==> src/rtl/scan_seq_ctrl.sv <==
// scan_seq_ctrl: sequencer in front of scan_flag_generate.
// One accepted host request runs START -> (DELAY) -> FBC -> RUN -> STOP -> DONE
// for a latched 3-channel PMT mask. An abort jumps straight to STOP.
// Every output is registered and derived from the next state, so each output
// is aligned with the state it belongs to and never glitches.
module scan_seq_ctrl #(
  parameter int CNT_W   = 32,
  parameter int PULSE_W = 4
) (
  input  logic             clk_i,
  input  logic             rst_i,
  input  logic             scan_req_i,
  input  logic [2:0]       scan_mask_i,
  input  logic [CNT_W-1:0] fbc_delay_i,
  input  logic [CNT_W-1:0] scan_len_i,
  input  logic             abort_i,
  output logic [2:0]       pmt_start_en_o,
  output logic [2:0]       pmt_end_en_o,
  output logic             fbc_up_start_o,
  output logic [2:0]       fbc_up_end_o,
  output logic             busy_o,
  output logic             done_o,
  output logic             aborted_o,
  output logic             err_o
);

  typedef enum logic [2:0] {
    S_IDLE, S_START, S_DELAY, S_FBC, S_RUN, S_STOP, S_DONE
  } state_t;

  localparam logic [CNT_W-1:0] CNT_ONE   = CNT_W'(1);
  localparam logic [CNT_W-1:0] PULSE_CNT = CNT_W'(PULSE_W - 1);

  state_t           state_q, state_d;
  logic [CNT_W-1:0] cnt_q, cnt_d;
  logic [CNT_W-1:0] dly_q, dly_d;
  logic [CNT_W-1:0] len_q, len_d;
  logic [2:0]       mask_q, mask_d;
  logic             accept;
  logic             abort_take;
  logic             cnt_zero;

  // A request is only taken from IDLE with at least one channel enabled.
  assign accept     = (state_q == S_IDLE) && scan_req_i && (scan_mask_i != 3'b000);
  // Abort only matters while the sequence has not yet reached its end phase.
  assign abort_take = abort_i && ((state_q == S_START) || (state_q == S_DELAY) ||
                                  (state_q == S_FBC)   || (state_q == S_RUN));
  assign cnt_zero   = (cnt_q == '0);

  // State, counter and latched request parameters.
  // NOTE: sequential state uses non-blocking assignments so all registers
  // update from the same pre-edge values.
  always_ff @(posedge clk_i or posedge rst_i) begin
    if (rst_i) begin
      state_q <= S_IDLE;
      cnt_q   <= '0;
      dly_q   <= '0;
      len_q   <= '0;
      mask_q  <= 3'b000;
    end else begin
      state_q <= state_d;
      cnt_q   <= cnt_d;
      dly_q   <= dly_d;
      len_q   <= len_d;
      mask_q  <= mask_d;
    end
  end

  // Next-state decode; abort overrides normal progression in START..RUN.
  // NOTE: every combinational output gets a default first so no latch is inferred.
  always_comb begin
    state_d = state_q;
    unique case (state_q)
      S_IDLE:  if (accept) state_d = S_START;
      S_START: begin
        if (abort_take)    state_d = S_STOP;
        else if (cnt_zero) state_d = (dly_q == '0) ? S_FBC : S_DELAY;
      end
      S_DELAY: begin
        if (abort_take)    state_d = S_STOP;
        else if (cnt_zero) state_d = S_FBC;
      end
      S_FBC:   state_d = abort_take ? S_STOP : S_RUN;
      S_RUN: begin
        if (abort_take || cnt_zero) state_d = S_STOP;
      end
      S_STOP:  if (cnt_zero) state_d = S_DONE;
      S_DONE:  state_d = S_IDLE;
      default: state_d = S_IDLE;
    endcase
  end

  // Counter reload on state entry (cycles remaining minus one), else count down to 0.
  always_comb begin
    cnt_d = cnt_q;
    if (state_d != state_q) begin
      unique case (state_d)
        S_START: cnt_d = PULSE_CNT;
        S_DELAY: cnt_d = dly_q - CNT_ONE;
        S_RUN:   cnt_d = (len_q == '0) ? '0 : len_q - CNT_ONE;
        S_STOP:  cnt_d = PULSE_CNT;
        default: cnt_d = '0;
      endcase
    end else if (!cnt_zero) begin
      cnt_d = cnt_q - CNT_ONE;
    end
  end

  // Request parameters are captured only on an accepted request.
  always_comb begin
    mask_d = mask_q;
    dly_d  = dly_q;
    len_d  = len_q;
    if (accept) begin
      mask_d = scan_mask_i;
      dly_d  = fbc_delay_i;
      len_d  = scan_len_i;
    end
  end

  // Output decode from the next state, registered below.
  logic [2:0] start_en_d, end_en_d, fbc_end_d;
  logic       fbc_start_d, busy_d, done_d, aborted_d, err_d;

  always_comb begin
    start_en_d  = (state_d == S_START) ? mask_d : 3'b000;
    end_en_d    = (state_d == S_STOP)  ? mask_d : 3'b000;
    fbc_end_d   = (state_d == S_STOP)  ? mask_d : 3'b000;
    fbc_start_d = (state_d == S_FBC);
    busy_d      = (state_d != S_IDLE);
    done_d      = (state_d == S_DONE);
    err_d       = scan_req_i && !accept;
    aborted_d   = aborted_o;
    if (accept)          aborted_d = 1'b0;
    else if (abort_take) aborted_d = 1'b1;
  end

  // Registered outputs.
  always_ff @(posedge clk_i or posedge rst_i) begin
    if (rst_i) begin
      pmt_start_en_o <= 3'b000;
      pmt_end_en_o   <= 3'b000;
      fbc_up_start_o <= 1'b0;
      fbc_up_end_o   <= 3'b000;
      busy_o         <= 1'b0;
      done_o         <= 1'b0;
      aborted_o      <= 1'b0;
      err_o          <= 1'b0;
    end else begin
      pmt_start_en_o <= start_en_d;
      pmt_end_en_o   <= end_en_d;
      fbc_up_start_o <= fbc_start_d;
      fbc_up_end_o   <= fbc_end_d;
      busy_o         <= busy_d;
      done_o         <= done_d;
      aborted_o      <= aborted_d;
      err_o          <= err_d;
    end
  end

endmodule
==> config.mk <==
export PLATFORM = sky130hd
export DESIGN_NAME = scan_seq_ctrl
export DESIGN_NICKNAME = d
export VERILOG_FILES = /design/src/rtl/scan_seq_ctrl.sv
export SDC_FILE = /design/constraint.sdc
export NUM_CORES = 1
export LEC_CHECK = 0
export BUFFER_PORTS_ARGS = -buffer_cell sky130_fd_sc_hd__clkbuf_2
export CAP_MARGIN = 20
export CORE_MARGIN = 4
export CORE_UTILIZATION = 45
export DETAILED_ROUTE_END_ITERATION = 10
export PLACE_DENSITY = 0.75
export SETUP_SLACK_MARGIN = 0.1
export SYNTH_ARGS = -nofsm -noshare
export SYNTH_HDL_FRONTEND = slang
export SYNTH_SLANG_ARGS = --single-unit
==> constraint.sdc <==
create_clock -name clk_i -period 3 [get_ports clk_i]
set_input_delay 0 -clock clk_i [delete_from_list [all_inputs] [get_ports clk_i]]
set_output_delay 0 -clock clk_i [all_outputs]
set_load 0.1 [all_outputs]
Word level (Yosys, flattened, before mapping)
Index checks and enable logic that the tools add are counted.

cells by class
  $add $sub $neg = 3
  eq/ne operators = 13
  multiplexer cells = 19
  reductions and logical operators = 17

operator list
  cell                     number
  $logic_not A32 Y1        3
  $mux W32                 3
  $pmux W32 S3             1
  $sub A32 B1 Y32 const B  3
  $mux W3                  10
  $pmux W3 S6              1
  $eq A3 B3 Y1 const B     5
  $eq A3 B2 Y1 const B     4
  $eq A3 B1 Y1 const B     2
  $reduce_bool A3 Y1       2
  $logic_and A1 B1 Y1      4
  $logic_or A1 B1 Y1       4
  $mux W1                  4
  $logic_not A3 Y1         1
  $ne A3 B3 Y1             1
  $ne A2 B1 Y1 const B     1
  $reduce_bool A2 Y1       1
  $reduce_or A2 Y1         1
  $logic_not A1 Y1         1

storage, ports and cells
  register bits = 113
  input port bits = 71
  output and inout port bits = 14
  word-level logic and storage cells = 64

Longest topological paths before layout
Gate-level depths: netlist of run 1.

  word-level depth = 12
  depth in mapped cells = 11

Worst setup path after synthesis of run 1
OpenSTA, ideal clock, no wires.

  path type = register to register
  from = register cnt_q[0]
  to = register cnt_q[27]
  setup time = 83 ps
  data arrival time = 2646 ps
  required time = 2917 ps
  path slack = 271 ps
  cell stages (with the launch flop) = 11
  path buffers = 1
  cell sequence = dfrtp_1 > inv_1 > ha_1 > or4b_1 > buf_2 > or4_4 > o21ai_2 > o211ai_4 > or2_4 > o22a_1 > o22ai_2

between the ends
  longest elaborated chain between the ends = 8
  elaborated cells between the ends (all ways) = 20
  classes of those cells = 1 x add/sub; 6 x eq/ne; 10 x mux; 3 x reduce/logical

ends and longest elaborated chain
  item                                                 RTL line    RTL
  start, declared                                      35          logic [CNT_W-1:0] cnt_q, cnt_d;
  start signal, assigned                               62          cnt_q <= cnt_d;
  $logic_not A32 Y1 *                                  48          assign cnt_zero = (cnt_q == '0);
  $mux W3 (tied with other cells)                      81          else if (cnt_zero) state_d = S_FBC;
  $mux W3 (on tied branches)                           80, 76, 85
  $pmux W3 S6 *                                        73          unique case (state_q)
  net state_d[0]                                       34          state_t state_q, state_d;
  $eq A3 B1 Y1 / $eq A3 B3 Y1 (equally long branches)  97          unique case (state_d)
  $reduce_or A2 Y1 (no line)                           --
  $pmux W32 S3                                         97
  $mux W32                                             96          if (state_d != state_q) begin

Mark *: on every way through the listed nets, which the timed path passes. The rest lies on a longest branch. The select of a mux whose other input is x is not followed.
A chain may end at the register's enable or synchronous reset.

Final worst setup path of run 1
  from = register cnt_q[0]
  to = register cnt_q[28]

between the ends
  longest elaborated chain between the ends = 8
  elaborated cells between the ends (all ways) = 20
  classes of those cells = 1 x add/sub; 6 x eq/ne; 10 x mux; 3 x reduce/logical

ends and longest elaborated chain
  item                                                 RTL line
  $logic_not A32 Y1                                    48
  $mux W3 (tied with other cells)                      81
  $mux W3 (on tied branches)                           80, 76, 85
  $pmux W3 S6                                          73
  $eq A3 B1 Y1 / $eq A3 B3 Y1 (equally long branches)  97
  $reduce_or A2 Y1 (no line)                           --
  $pmux W32 S3                                         97
  $mux W32                                             96

Several ways; a longest one is shown, not always the timed one. The select of a mux whose other input is x is not followed.

==> flow_results.xml, run 1 <==
<?xml version="1.0" encoding="UTF-8"?>
<metrics>
  <group name="drt">
    <metric name="antenna_violating_nets_post_route" unit="">0</metric>
    <metric name="initialDrtViolationCount" unit="">420</metric>
    <metric name="wl_per_cell" unit="um">18.8</metric>
    <metric name="via_density_per_instance" unit="">5.79</metric>
    <metric name="overall_via_count_from_detail_route" unit="">5873</metric>
    <metric name="drt_drc_violations_left" unit="">0</metric>
    <metric name="detail_route.wirelength" unit="um">19000</metric>
    <metric name="drt_pre_antenna_iters" unit="">5</metric>
  </group>
  <group name="global_routing">
    <metric name="track_usage" unit="%">23.6</metric>
    <metric name="grt_pass1_vias" unit="">6068</metric>
    <metric name="grt_remaining_overflow" unit="">0</metric>
    <metric name="grt_pass1_wl" unit="um">30400</metric>
    <metric name="antenna_found_initial" unit="">0</metric>
    <metric name="grt_start_max_net_pins" unit="">114</metric>
  </group>
  <group name="cells_and_area">
    <metric name="final_common_cell" unit="">dfrtp_1</metric>
    <metric name="most-common-layout-cells" unit="">dfrtp_1 (113), clkbuf_2 (84), dlygate4sd3_1 (69)</metric>
    <metric name="final_cells" unit="">1014</metric>
    <metric name="nFillCells" unit="">1076</metric>
    <metric name="insertedDiodeCount" unit="">0</metric>
    <metric name="drive_above_1_share" unit="%">31.1</metric>
    <metric name="final_net_count" unit="">896</metric>
    <metric name="syn_to_final_growth" unit="%">36.1</metric>
  </group>
  <group name="timing">
    <metric name="slew_headroom" unit="%">47.8</metric>
    <metric name="hold_violations" unit="">0</metric>
    <metric name="final_min_period_over_clock_period" unit="%">97.1</metric>
    <metric name="finalCriticalPeriod" unit="ps">2910</metric>
    <metric name="hold_worst_slack" unit="ps">19.5</metric>
    <metric name="setup_repair_after_global_routing_missed_its_margin" unit="">yes</metric>
    <metric name="final-max-slew-violation-count" unit="">0</metric>
    <metric name="clock_skew" unit="ps">11.9</metric>
    <metric name="worst-slew-pin-transition" unit="ps">777</metric>
    <metric name="timing.fmax" unit="MHz">343</metric>
    <metric name="final-setup-viol-count" unit="">0</metric>
    <metric name="setup_tns" unit="ps">0</metric>
  </group>
  <group name="placement">
    <metric name="port_buffers" unit="">84</metric>
    <metric name="placed_cells_incl_taps" unit="">903</metric>
    <metric name="routabilityCongestion" unit="">0.902</metric>
    <metric name="post-dp-hpwl" unit="um">12300</metric>
  </group>
  <group name="clock_network">
    <metric name="tritoncts_num_sinks" unit="">113</metric>
    <metric name="clk_pin_slew" unit="ps">60</metric>
    <metric name="cts_inserted_buffers" unit="">17</metric>
    <metric name="cts_buffer_depth" unit="">2</metric>
    <metric name="cts-root-buf" unit="">clkbuf_16</metric>
    <metric name="cts_htree_levels" unit="">4</metric>
    <metric name="cts_tree" unit="">yes</metric>
    <metric name="clock_latency" unit="ps">420</metric>
  </group>
  <group name="floorplan">
    <metric name="die_y" unit="um">128</metric>
    <metric name="dieWidth" unit="um">128</metric>
    <metric name="core_area" unit="um^2">14000</metric>
    <metric name="fp-row-count" unit="">43</metric>
    <metric name="initial_utilization" unit="%">46.4</metric>
    <metric name="pin_count" unit="">85</metric>
    <metric name="die-area" unit="um^2">16400</metric>
  </group>
  <group name="synthesis">
    <metric name="syn_area" unit="um^2">6480</metric>
    <metric name="postSynth.asyncResetShare" unit="%">100</metric>
    <metric name="synth_edf_count" unit="">0</metric>
    <metric name="synth-seq-cells" unit="">113</metric>
    <metric name="yosys.cell_types.count" unit="">58</metric>
    <metric name="synth-seq-area-share" unit="%">43.6</metric>
    <metric name="synth_ff_type" unit="">dfrtp_1</metric>
    <metric name="synth_nets" unit="">716</metric>
    <metric name="synth-warning-count" unit="">0</metric>
    <metric name="post_synth_inst_count" unit="">641</metric>
    <metric name="avgSynthCellArea" unit="um^2">10.1</metric>
  </group>
  <group name="power">
    <metric name="static-leakage-power" unit="nW">3.93</metric>
    <metric name="ir_drop" unit="uV">730</metric>
    <metric name="power_per_cell_area" unit="nW/um^2">1040</metric>
    <metric name="power" unit="mW">9.20</metric>
  </group>
  <group name="critical_path">
    <metric name="setup.worst_path.start_class" unit="">register</metric>
    <metric name="worst_path_dominant_cell_family" unit="">compound AO/OA/AOI/OAI gates</metric>
    <metric name="worstPathCellList" unit="">inv_2 -&gt; ha_4 -&gt; or4b_4 -&gt; buf_4 -&gt; nor4_4 -&gt; a21oi_2 -&gt; o221ai_4 -&gt; buf_4 -&gt; a2bb2oi_1 -&gt; o22ai_1</metric>
    <metric name="worst_path_max_delay_cell" unit="">or4b_4</metric>
    <metric name="critical_path.max_stage_delay" unit="ps">500</metric>
    <metric name="critPathArrivalTime" unit="ps">3200</metric>
    <metric name="most_common_cell_type_on_the_critical_path" unit="">buf_4</metric>
    <metric name="critical_path_class" unit="">reg2reg</metric>
    <metric name="required" unit="ps">3280</metric>
    <metric name="endpoint_kind" unit="">register</metric>
    <metric name="crit_path_max_fanout" unit="">10</metric>
    <metric name="critical_path_buf_inv_count" unit="">3</metric>
  </group>
  <group name="min_path">
    <metric name="worst_hold_path_type" unit="">in2reg</metric>
  </group>
  <group name="flow_run">
    <metric name="max_cap_viol_count" unit="">0</metric>
  </group>
  <group name="outcome">
    <metric name="run_status" unit="">completed</metric>
  </group>
</metrics>
[synthesized netlist by cell type, types with 5 or more instances]
master     count  share of area [%]
xor2_1        43                5.8
mux2_2        64                 11
clkbuf_1      12               0.69
o22a_1         5               0.68
inv_1         15               0.87
a21oi_1       27                2.1
nor3_1        22                1.7
nand3_1        6               0.46
xnor2_1       41                5.5
buf_2          7               0.54
nand2_1       33                1.9
a2bb2oi_1     11                1.5
o21ai_0        7               0.54
nand2b_1       5               0.48
nor2_1        68                3.9
o31ai_1        5               0.58
buf_1          5               0.29
nor4_1        24                2.3
o22ai_1       25                2.4
or3_1         11                1.1
dfrtp_1      113                 44
buf_4          5               0.58
nand4_1        5               0.48
or4_1         19                2.2
[layer usage]
| metal | wire (um) | vias to the layer above | GRT usage [%] |
|---|---|---|---|
| met2 | 9400 | 264 | 39.1 |
| li1 | - | 2691 | - |
| met3 | 1260 | 49 | 6.00 |
| met5 | 0 | - | 0 |
| met1 | 7830 | 2869 | 28.8 |
| met4 | 550 | 0 | 10.9 |
[area by class of cell]
cell class | count | area, um^2 | area share, %
clock buffer | 19 | 453 | 5.13
clock inverter | 13 | 151 | 1.72
inverter | 15 | 60.1 | 0.681
multi-input combinational | 485 | 3640 | 41.3
sequential | 113 | 2830 | 32.0
tap | 180 | 225 | 2.55
timing repair buffer | 189 | 1470 | 16.6
[kinds of logic after synthesis]
logic type | share of synthesized area (%)
multiplexers | 11.7
adder cells (fa/ha/maj) | 0.926
AO/OA/AOI/OAI | 11.2
buffers and inverters | 2.97
AND/OR/NAND/NOR | 18.2
flip-flops | 43.6
XOR/XNOR | 11.3
[flip-flops by register name, summed over array words and instances (netlist names)]
signal          cells
cnt_q              32
dly_q              32
len_q              32
fbc_up_end_o        3
mask_q              3
pmt_start_en_o      3
state_q             3
aborted_o           1
busy_o              1
done_o              1
err_o               1
fbc_up_start_o      1
[final timing paths]
check                          start        end  slack, ps  depth (start not counted)
max                         cnt_q[0]  cnt_q[28]         90                         10
min                          abort_i  aborted_o         20                          3
max reg2reg                 cnt_q[0]  cnt_q[28]         90                         10
min reg2reg                mask_q[0]  mask_q[0]        530                          2
max in group asynchronous      rst_i   len_q[5]       2210                          4
min in group asynchronous      rst_i     done_o        260                          4
[tightest hold or removal path: stages]
cell and delay [ps]:
clkbuf_2 180, a21oi_1 170, a21oi_1 50
[what timing repair did]
item / in CTS / in global routing
setup buffers: 1 / 6
endpoints found under the hold margin: 187 / 0
cloned: 1 / 2
endpoints found under the setup margin: 32 / 38
hold buffers: 69 / 0
resized for setup: 7 / 27
pin swaps: 4 / 18
[report_power, final]
group | switching (mW) | internal [mW]
combinational | 2.42 | 1.83
sequential | 0.770 | 2.13
clock | 0.774 | 1.28
[per-stage QoR]
stage                     cell area (um^2)  worst slack [ps]  utilization, %
after CTS                             8610               104            61.6
after detailed placement              7250              -111            51.8
after global placement                7250              60.4            51.8
after global routing                  8820             -38.0            63.1
final                                 8820              86.3            63.1
after floorplan                       6490               271               -
No activity file was read; power rests on OpenSTA's default activity.
==> inputs of run 2 (changes only) <==
--- a/config.mk
+++ b/config.mk
@@ -11,6 +11,7 @@
 export CORE_UTILIZATION = 45
 export DETAILED_ROUTE_END_ITERATION = 10
 export PLACE_DENSITY = 0.75
+export REMOVE_ABC_BUFFERS = 1
 export SETUP_SLACK_MARGIN = 0.1
 export SYNTH_ARGS = -nofsm -noshare
 export SYNTH_HDL_FRONTEND = slang
==> run 2 against run 1 <==
Global-route usage shrank 1.7 points. Non-clock buffer count up 5. Critical path depth fell by 1. Largest power group unchanged. Highest routed layer unchanged.
==> flow_results.xml, run 2 (synthesis gave the netlist of run 1 again) <==
<?xml version="1.0" encoding="UTF-8"?>
<metrics>
  <group name="outcome">
    <metric name="run_status" unit="">completed</metric>
  </group>
  <group name="cells_and_area">
    <metric name="biggestRegsByFlops" unit="">cnt_q (32), dly_q (32), len_q (32)</metric>
    <metric name="final_common_cell" unit="">dfrtp_1</metric>
    <metric name="drive_above_1_share" unit="%">30.0</metric>
    <metric name="finish.utilization" unit="%">63.2</metric>
    <metric name="final_net_count" unit="">901</metric>
    <metric name="most-common-layout-cells" unit="">dfrtp_1 (113), clkbuf_2 (84), dlygate4sd3_1 (69)</metric>
    <metric name="insertedDiodeCount" unit="">0</metric>
    <metric name="syn_to_final_growth" unit="%">36.5</metric>
  </group>
  <group name="placement">
    <metric name="post-dp-hpwl" unit="um">11700</metric>
    <metric name="routabilityCongestion" unit="">0.913</metric>
    <metric name="place_worst_setup_slack" unit="ps">-52.2</metric>
    <metric name="port_buffers" unit="">84</metric>
  </group>
  <group name="global_routing">
    <metric name="grt_pass1_vias" unit="">5713</metric>
    <metric name="antenna_found_initial" unit="">0</metric>
    <metric name="grt_start_max_net_pins" unit="">69</metric>
    <metric name="grt_remaining_overflow" unit="">0</metric>
    <metric name="grt_pass1_wl" unit="um">28500</metric>
    <metric name="track_usage" unit="%">21.8</metric>
  </group>
  <group name="critical_path">
    <metric name="critPathArrivalTime" unit="ps">3160</metric>
    <metric name="timing.reg2reg.worst_path_depth" unit="">9</metric>
    <metric name="crit_path_max_fanout" unit="">4</metric>
    <metric name="worst_path_max_delay_cell" unit="">or4_4</metric>
    <metric name="critical_path.max_stage_delay" unit="ps">610</metric>
    <metric name="timing_endpoint_of_the_critical_path" unit="">cnt_q[19]</metric>
    <metric name="critical_path_buf_inv_count" unit="">1</metric>
    <metric name="crit_cells" unit="">9</metric>
    <metric name="endpoint_kind" unit="">register</metric>
    <metric name="regToRegSetupSlack" unit="ps">180</metric>
    <metric name="setup.worst_path.start_class" unit="">register</metric>
    <metric name="critical_path_class" unit="">reg2reg</metric>
    <metric name="worstPathCellList" unit="">inv_2 -&gt; ha_4 -&gt; or4b_4 -&gt; or4_4 -&gt; o21ai_4 -&gt; o211ai_4 -&gt; or2_4 -&gt; o22a_1 -&gt; o22ai_2</metric>
    <metric name="required" unit="ps">3340</metric>
    <metric name="worst_path_dominant_cell_family" unit="">simple AND/OR/NAND/NOR gates</metric>
    <metric name="crit_start" unit="">cnt_q[0]</metric>
    <metric name="worst_r2r_endpoint" unit="">cnt_q[19]</metric>
    <metric name="timing.rr.start" unit="">cnt_q[0]</metric>
  </group>
  <group name="timing">
    <metric name="clock_skew" unit="ps">9.25</metric>
    <metric name="finalCriticalPeriod" unit="ps">2820</metric>
    <metric name="hold_worst_slack" unit="ps">47.2</metric>
    <metric name="setup_repair_after_global_routing_missed_its_margin" unit="">no</metric>
    <metric name="slew_headroom" unit="%">64.0</metric>
    <metric name="timing.fmax" unit="MHz">355</metric>
    <metric name="worst-slew-pin-transition" unit="ps">542</metric>
    <metric name="hold_violations" unit="">0</metric>
    <metric name="final-setup-viol-count" unit="">0</metric>
    <metric name="final.setup.worst_slack" unit="ps">185</metric>
    <metric name="final_min_period_over_clock_period" unit="%">93.8</metric>
    <metric name="final-max-slew-violation-count" unit="">0</metric>
    <metric name="setup_tns" unit="ps">0</metric>
  </group>
  <group name="clock_network">
    <metric name="clock_latency" unit="ps">420</metric>
    <metric name="clk_pin_slew" unit="ps">50</metric>
    <metric name="cts-root-buf" unit="">clkbuf_16</metric>
    <metric name="cts_inserted_buffers" unit="">17</metric>
    <metric name="cts_buffer_depth" unit="">2</metric>
    <metric name="tritoncts_num_sinks" unit="">113</metric>
    <metric name="cts_htree_levels" unit="">4</metric>
    <metric name="cts_tree" unit="">yes</metric>
  </group>
  <group name="power">
    <metric name="static-leakage-power" unit="nW">4.00</metric>
    <metric name="power_per_cell_area" unit="nW/um^2">1050</metric>
    <metric name="ir_drop" unit="uV">583</metric>
  </group>
  <group name="min_path">
    <metric name="worst_hold_path_type" unit="">in2reg</metric>
  </group>
  <group name="flow_run">
    <metric name="max_cap_viol_count" unit="">0</metric>
  </group>
  <group name="drt">
    <metric name="via_density_per_instance" unit="">5.59</metric>
    <metric name="drt_drc_violations_left" unit="">0</metric>
    <metric name="wl_per_cell" unit="um">17.1</metric>
    <metric name="overall_via_count_from_detail_route" unit="">5696</metric>
    <metric name="initialDrtViolationCount" unit="">465</metric>
    <metric name="drt_pre_antenna_iters" unit="">5</metric>
    <metric name="antenna_violating_nets_post_route" unit="">0</metric>
    <metric name="detail_route.wirelength" unit="um">17400</metric>
  </group>
  <group name="floorplan">
    <metric name="core_area" unit="um^2">14000</metric>
    <metric name="dieWidth" unit="um">128</metric>
    <metric name="fp-row-count" unit="">43</metric>
    <metric name="pin_count" unit="">85</metric>
    <metric name="die-area" unit="um^2">16400</metric>
    <metric name="die_y" unit="um">128</metric>
    <metric name="initial_utilization" unit="%">46.4</metric>
  </group>
</metrics>
[run 2: cell types whose count changed in the layout (fill, tap and decap cells not counted), sizes merged]
cell | before | now
clkinvlp | 5 | 2
clkbuf | 105 | 107
inv | 18 | 15
clkinv | 3 | 4
buf | 34 | 40
bufinv | 2 | 4
[run 2: through the flow]
step	instances	cell area [um^2]	power [mW]
floorplan	612	6350	5.48
global placement	904	7250	6.48
detailed placement	905	7270	6.62
CTS	1009	8650	8.99
global route	1019	8850	9.81
finish	1019	8850	9.28
[run 2: worst min-delay path by stage]
stage                end  startpoint  cells after the start  slack, ps
6_report       aborted_o     abort_i                      3         50
2_1_floorplan      err_o  scan_req_i                      1        130
5_1_grt        aborted_o     abort_i                      3         50
3_3_place_gp       err_o  scan_req_i                      2        230
4_1_cts        aborted_o     abort_i                      3         30
3_5_place_dp    len_q[0]       rst_i                      2         50
[run 2: per-layer routing]
layer	vias up	global-route usage, %	routed length [um]
li1	2701	-	-
met1	2762	28.1	7200
met2	207	36.0	8600
met3	26	5.38	1200
met4	0	7.62	374
met5	-	0	0
[run 2: tightest hold or removal path, stage by stage]
cell      delay, ps
clkbuf_2        200
a21oi_1         170
a21oi_1          50
[run 2: area by class of cell]
type	instances	area, um^2
clock buffer	22	484
fill	1106	5140
sequential	113	2830
tap	180	225
clock inverter	10	155
inverter	15	58.8
multi-input combinational	485	3590
timing repair buffer	194	1500
[run 2: repair_timing]
item / 4_1_cts / 5_1_grt
hold buffers: 69 / 0
gates resized for setup: 2 / 23
cloned: 1 / 2
hold endpoints to repair: 111 / 0
buffers inserted: 2 / 8
pin swaps: 2 / 8
setup endpoints to repair: 26 / 40
[run 2: where the power goes]
group	total, mW	switching, mW	internal [mW]
Sequential	2.87	0.742	2.13
Clock	2.16	0.692	1.47
Combinational	4.24	2.38	1.87
==> inputs of run 3 (changes only) <==
--- a/config.mk
+++ b/config.mk
@@ -7,10 +7,12 @@
 export LEC_CHECK = 0
 export BUFFER_PORTS_ARGS = -buffer_cell sky130_fd_sc_hd__clkbuf_2
 export CAP_MARGIN = 20
+export CELL_PAD_IN_SITES_DETAIL_PLACEMENT = 2
+export CELL_PAD_IN_SITES_GLOBAL_PLACEMENT = 2
 export CORE_MARGIN = 4
-export CORE_UTILIZATION = 45
+export CORE_UTILIZATION = 34
 export DETAILED_ROUTE_END_ITERATION = 10
-export PLACE_DENSITY = 0.75
+export PLACE_DENSITY = 0.85
 export REMOVE_ABC_BUFFERS = 1
 export SETUP_SLACK_MARGIN = 0.1
 export SYNTH_ARGS = -nofsm -noshare
==> run 3 against run 2 <==
The run now ends with setup timing left. Sequential power rose by 8.0%. Clock power fell by 7%. Sequential cell count did not move. Clock skew rose by 3.6 ps. Critical path type unchanged. Largest cell class unchanged. Highest routed layer unchanged.
==> flow_results.xml, run 3 (synthesis gave the netlist of run 1 again) <==
<?xml version="1.0" encoding="UTF-8"?>
<metrics>
  <group name="outcome">
    <metric name="run_status" unit="">finished with violations</metric>
    <metric name="failed_checks" unit="">setup timing</metric>
  </group>
  <group name="critical_path">
    <metric name="critical_path_class" unit="">reg2reg</metric>
    <metric name="crit_path_max_fanout" unit="">13</metric>
    <metric name="setup.worst_path.start_class" unit="">register</metric>
    <metric name="endpoint_kind" unit="">register</metric>
    <metric name="required" unit="ps">3290</metric>
    <metric name="critPathArrivalTime" unit="ps">3370</metric>
  </group>
  <group name="timing">
    <metric name="hold_violations" unit="">0</metric>
    <metric name="final-max-slew-violation-count" unit="">0</metric>
    <metric name="worst-slew-pin-transition" unit="ps">730</metric>
    <metric name="setup_repair_after_global_routing_missed_its_margin" unit="">yes</metric>
    <metric name="clock_skew" unit="ps">12.9</metric>
    <metric name="hold_worst_slack" unit="ps">88.6</metric>
    <metric name="timing.fmax" unit="MHz">324</metric>
    <metric name="final_min_period_over_clock_period" unit="%">103</metric>
    <metric name="slew_headroom" unit="%">51.3</metric>
    <metric name="finalCriticalPeriod" unit="ps">3080</metric>
    <metric name="final.setup.worst_slack" unit="ps">-81.7</metric>
    <metric name="final-setup-viol-count" unit="">15</metric>
  </group>
  <group name="placement">
    <metric name="port_buffers" unit="">84</metric>
    <metric name="post-dp-hpwl" unit="um">15500</metric>
    <metric name="place_worst_setup_slack" unit="ps">-138</metric>
    <metric name="routabilityCongestion" unit="">0.863</metric>
    <metric name="placed_cells_incl_taps" unit="">961</metric>
    <metric name="postPlaceCellArea" unit="um^2">7360</metric>
  </group>
  <group name="cells_and_area">
    <metric name="final_common_cell" unit="">dfrtp_1</metric>
    <metric name="syn_to_final_growth" unit="%">40.5</metric>
    <metric name="final_cells" unit="">1073</metric>
    <metric name="multiInputGateArea" unit="um^2">3850</metric>
    <metric name="nFillCells" unit="">1859</metric>
    <metric name="finish.utilization" unit="%">48.7</metric>
    <metric name="most-common-layout-cells" unit="">dfrtp_1 (112), clkbuf_2 (84), dlygate4sd3_1 (69)</metric>
    <metric name="layout.cell_area.non_filler" unit="um^2">9110</metric>
    <metric name="register_area" unit="um^2">2830</metric>
    <metric name="final_net_count" unit="">901</metric>
    <metric name="drive_above_1_share" unit="%">35.9</metric>
    <metric name="biggestRegsByFlops" unit="">cnt_q (32), dly_q (32), len_q (32)</metric>
  </group>
  <group name="floorplan">
    <metric name="pin_count" unit="">85</metric>
    <metric name="core_area" unit="um^2">18700</metric>
    <metric name="fp-row-count" unit="">50</metric>
    <metric name="initial_utilization" unit="%">34.7</metric>
    <metric name="die-area" unit="um^2">21300</metric>
    <metric name="dieWidth" unit="um">146</metric>
    <metric name="die_y" unit="um">146</metric>
  </group>
  <group name="power">
    <metric name="static-leakage-power" unit="nW">3.99</metric>
    <metric name="total_switching_power" unit="mW">5.04</metric>
    <metric name="share_seq_of_total_power" unit="%">29.8</metric>
    <metric name="power_report.internal_total" unit="mW">5.36</metric>
    <metric name="power.combinational.fraction" unit="%">51.0</metric>
    <metric name="ir_drop" unit="uV">476</metric>
    <metric name="clock_network_fraction_of_design_power" unit="%">19.2</metric>
    <metric name="switching_share" unit="%">48.5</metric>
    <metric name="power_per_cell_area" unit="nW/um^2">1140</metric>
  </group>
  <group name="clock_network">
    <metric name="tritoncts_num_sinks" unit="">113</metric>
    <metric name="cts_tree" unit="">yes</metric>
    <metric name="clk_pin_slew" unit="ps">60</metric>
    <metric name="cts_htree_levels" unit="">4</metric>
    <metric name="cts_buffer_depth" unit="">2</metric>
    <metric name="cts-root-buf" unit="">clkbuf_16</metric>
    <metric name="clock_latency" unit="ps">440</metric>
    <metric name="cts_inserted_buffers" unit="">17</metric>
  </group>
  <group name="drt">
    <metric name="overall_via_count_from_detail_route" unit="">6405</metric>
    <metric name="drt_pre_antenna_iters" unit="">8</metric>
    <metric name="drt_drc_violations_left" unit="">0</metric>
    <metric name="initialDrtViolationCount" unit="">514</metric>
    <metric name="wl_per_cell" unit="um">29.0</metric>
    <metric name="detail_route.wirelength" unit="um">31100</metric>
    <metric name="via_density_per_instance" unit="">5.97</metric>
    <metric name="antenna_violating_nets_post_route" unit="">0</metric>
  </group>
  <group name="global_routing">
    <metric name="track_usage" unit="%">25.3</metric>
    <metric name="grt_pass1_wl" unit="um">42200</metric>
    <metric name="grt_remaining_overflow" unit="">0</metric>
    <metric name="grt_start_max_net_pins" unit="">69</metric>
    <metric name="grt_pass1_vias" unit="">7032</metric>
    <metric name="antenna_found_initial" unit="">0</metric>
  </group>
  <group name="flow_run">
    <metric name="max_cap_viol_count" unit="">0</metric>
  </group>
  <group name="min_path">
    <metric name="worst_hold_path_type" unit="">in2reg</metric>
  </group>
</metrics>
-- run 3: cell count changes in the layout (fill, tap and decap cells not counted), sizes merged --
cell / before / now
buf: 40 / 41
bufinv: 4 / 1
clkbuf: 107 / 110
clkinv: 4 / 3
clkinvlp: 2 / 1
diode: 0 / 1
-- run 3: path summary, 6_finish.rpt --
kind	start	endpoint	slack, ps	cells after the start
worst max register to register	cnt_q[28]	cnt_q[20]	-80	8
max in group asynchronous	rst_i	dly_q[15]	1940	4
worst min-delay path	abort_i	aborted_o	90	3
min in group asynchronous	rst_i	mask_q[2]	240	3
worst min register to register	mask_q[1]	mask_q[1]	540	2
worst max-delay path	cnt_q[28]	cnt_q[20]	-80	8
-- run 3: what timing repair did --
item / in CTS / in global routing
setup endpoints to repair: 35 / 38
pin swaps: 4 / 12
resized for setup: 12 / 73
cloned: 1 / 0
hold endpoints to repair: 124 / 0
hold buffers: 69 / 0
setup buffers: 3 / 7
-- run 3: area by class of cell --
type / count / share of cell area (%)
timing repair buffer: 194 / 16.8
clock buffer: 26 / 5.48
multi-input combinational: 485 / 42.2
antenna: 1 / 0.0275
tap: 234 / 3.21
clock inverter: 5 / 0.577
sequential: 113 / 31.1
inverter: 15 / 0.646
-- run 3: power by group through the flow --
| stage | registers (mW) | logic [mW] | clock network, mW |
|---|---|---|---|
| global placement | 2.84 | 3.77 | 0 |
| global route | 3.16 | 5.53 | 2.10 |
| floorplan | 3.00 | 2.48 | 0 |
| detailed placement | 2.92 | 4.03 | 0 |
| finish | 3.10 | 5.30 | 2.00 |
| CTS | 2.93 | 4.38 | 1.97 |
-- run 3: metal layers --
| metal | global-route usage, % | routed length (um) | vias up | part of all wire [%] |
|---|---|---|---|---|
| li1 | - | - | 2700 | - |
| met1 | 29.3 | 11900 | 3281 | 38 |
| met2 | 44.7 | 15900 | 309 | 51 |
| met3 | 4.97 | 1600 | 115 | 5.1 |
| met4 | 12.7 | 1670 | 0 | 5.4 |
| met5 | 0 | 0 | - | 0 |
-- run 3: per-stage QoR --
stage / setup TNS (ps) / power, mW
after floorplan: -20980 / 5.48
final: -479 / 10.4
after detailed placement: -2160 / 6.96
after global placement: 0 / 6.61
after global routing: -1660 / 10.8
after CTS: 0 / 9.28
-- run 3: critical path, stage by stage (launching register included) --
cell and delay, ps:
dfrtp_1 450, or4_1 670, nor4_2 530, nand2_1 310
o21ai_4 390, nor2_4 60, buf_12 160, a2bb2oi_1 220
o22ai_1 140
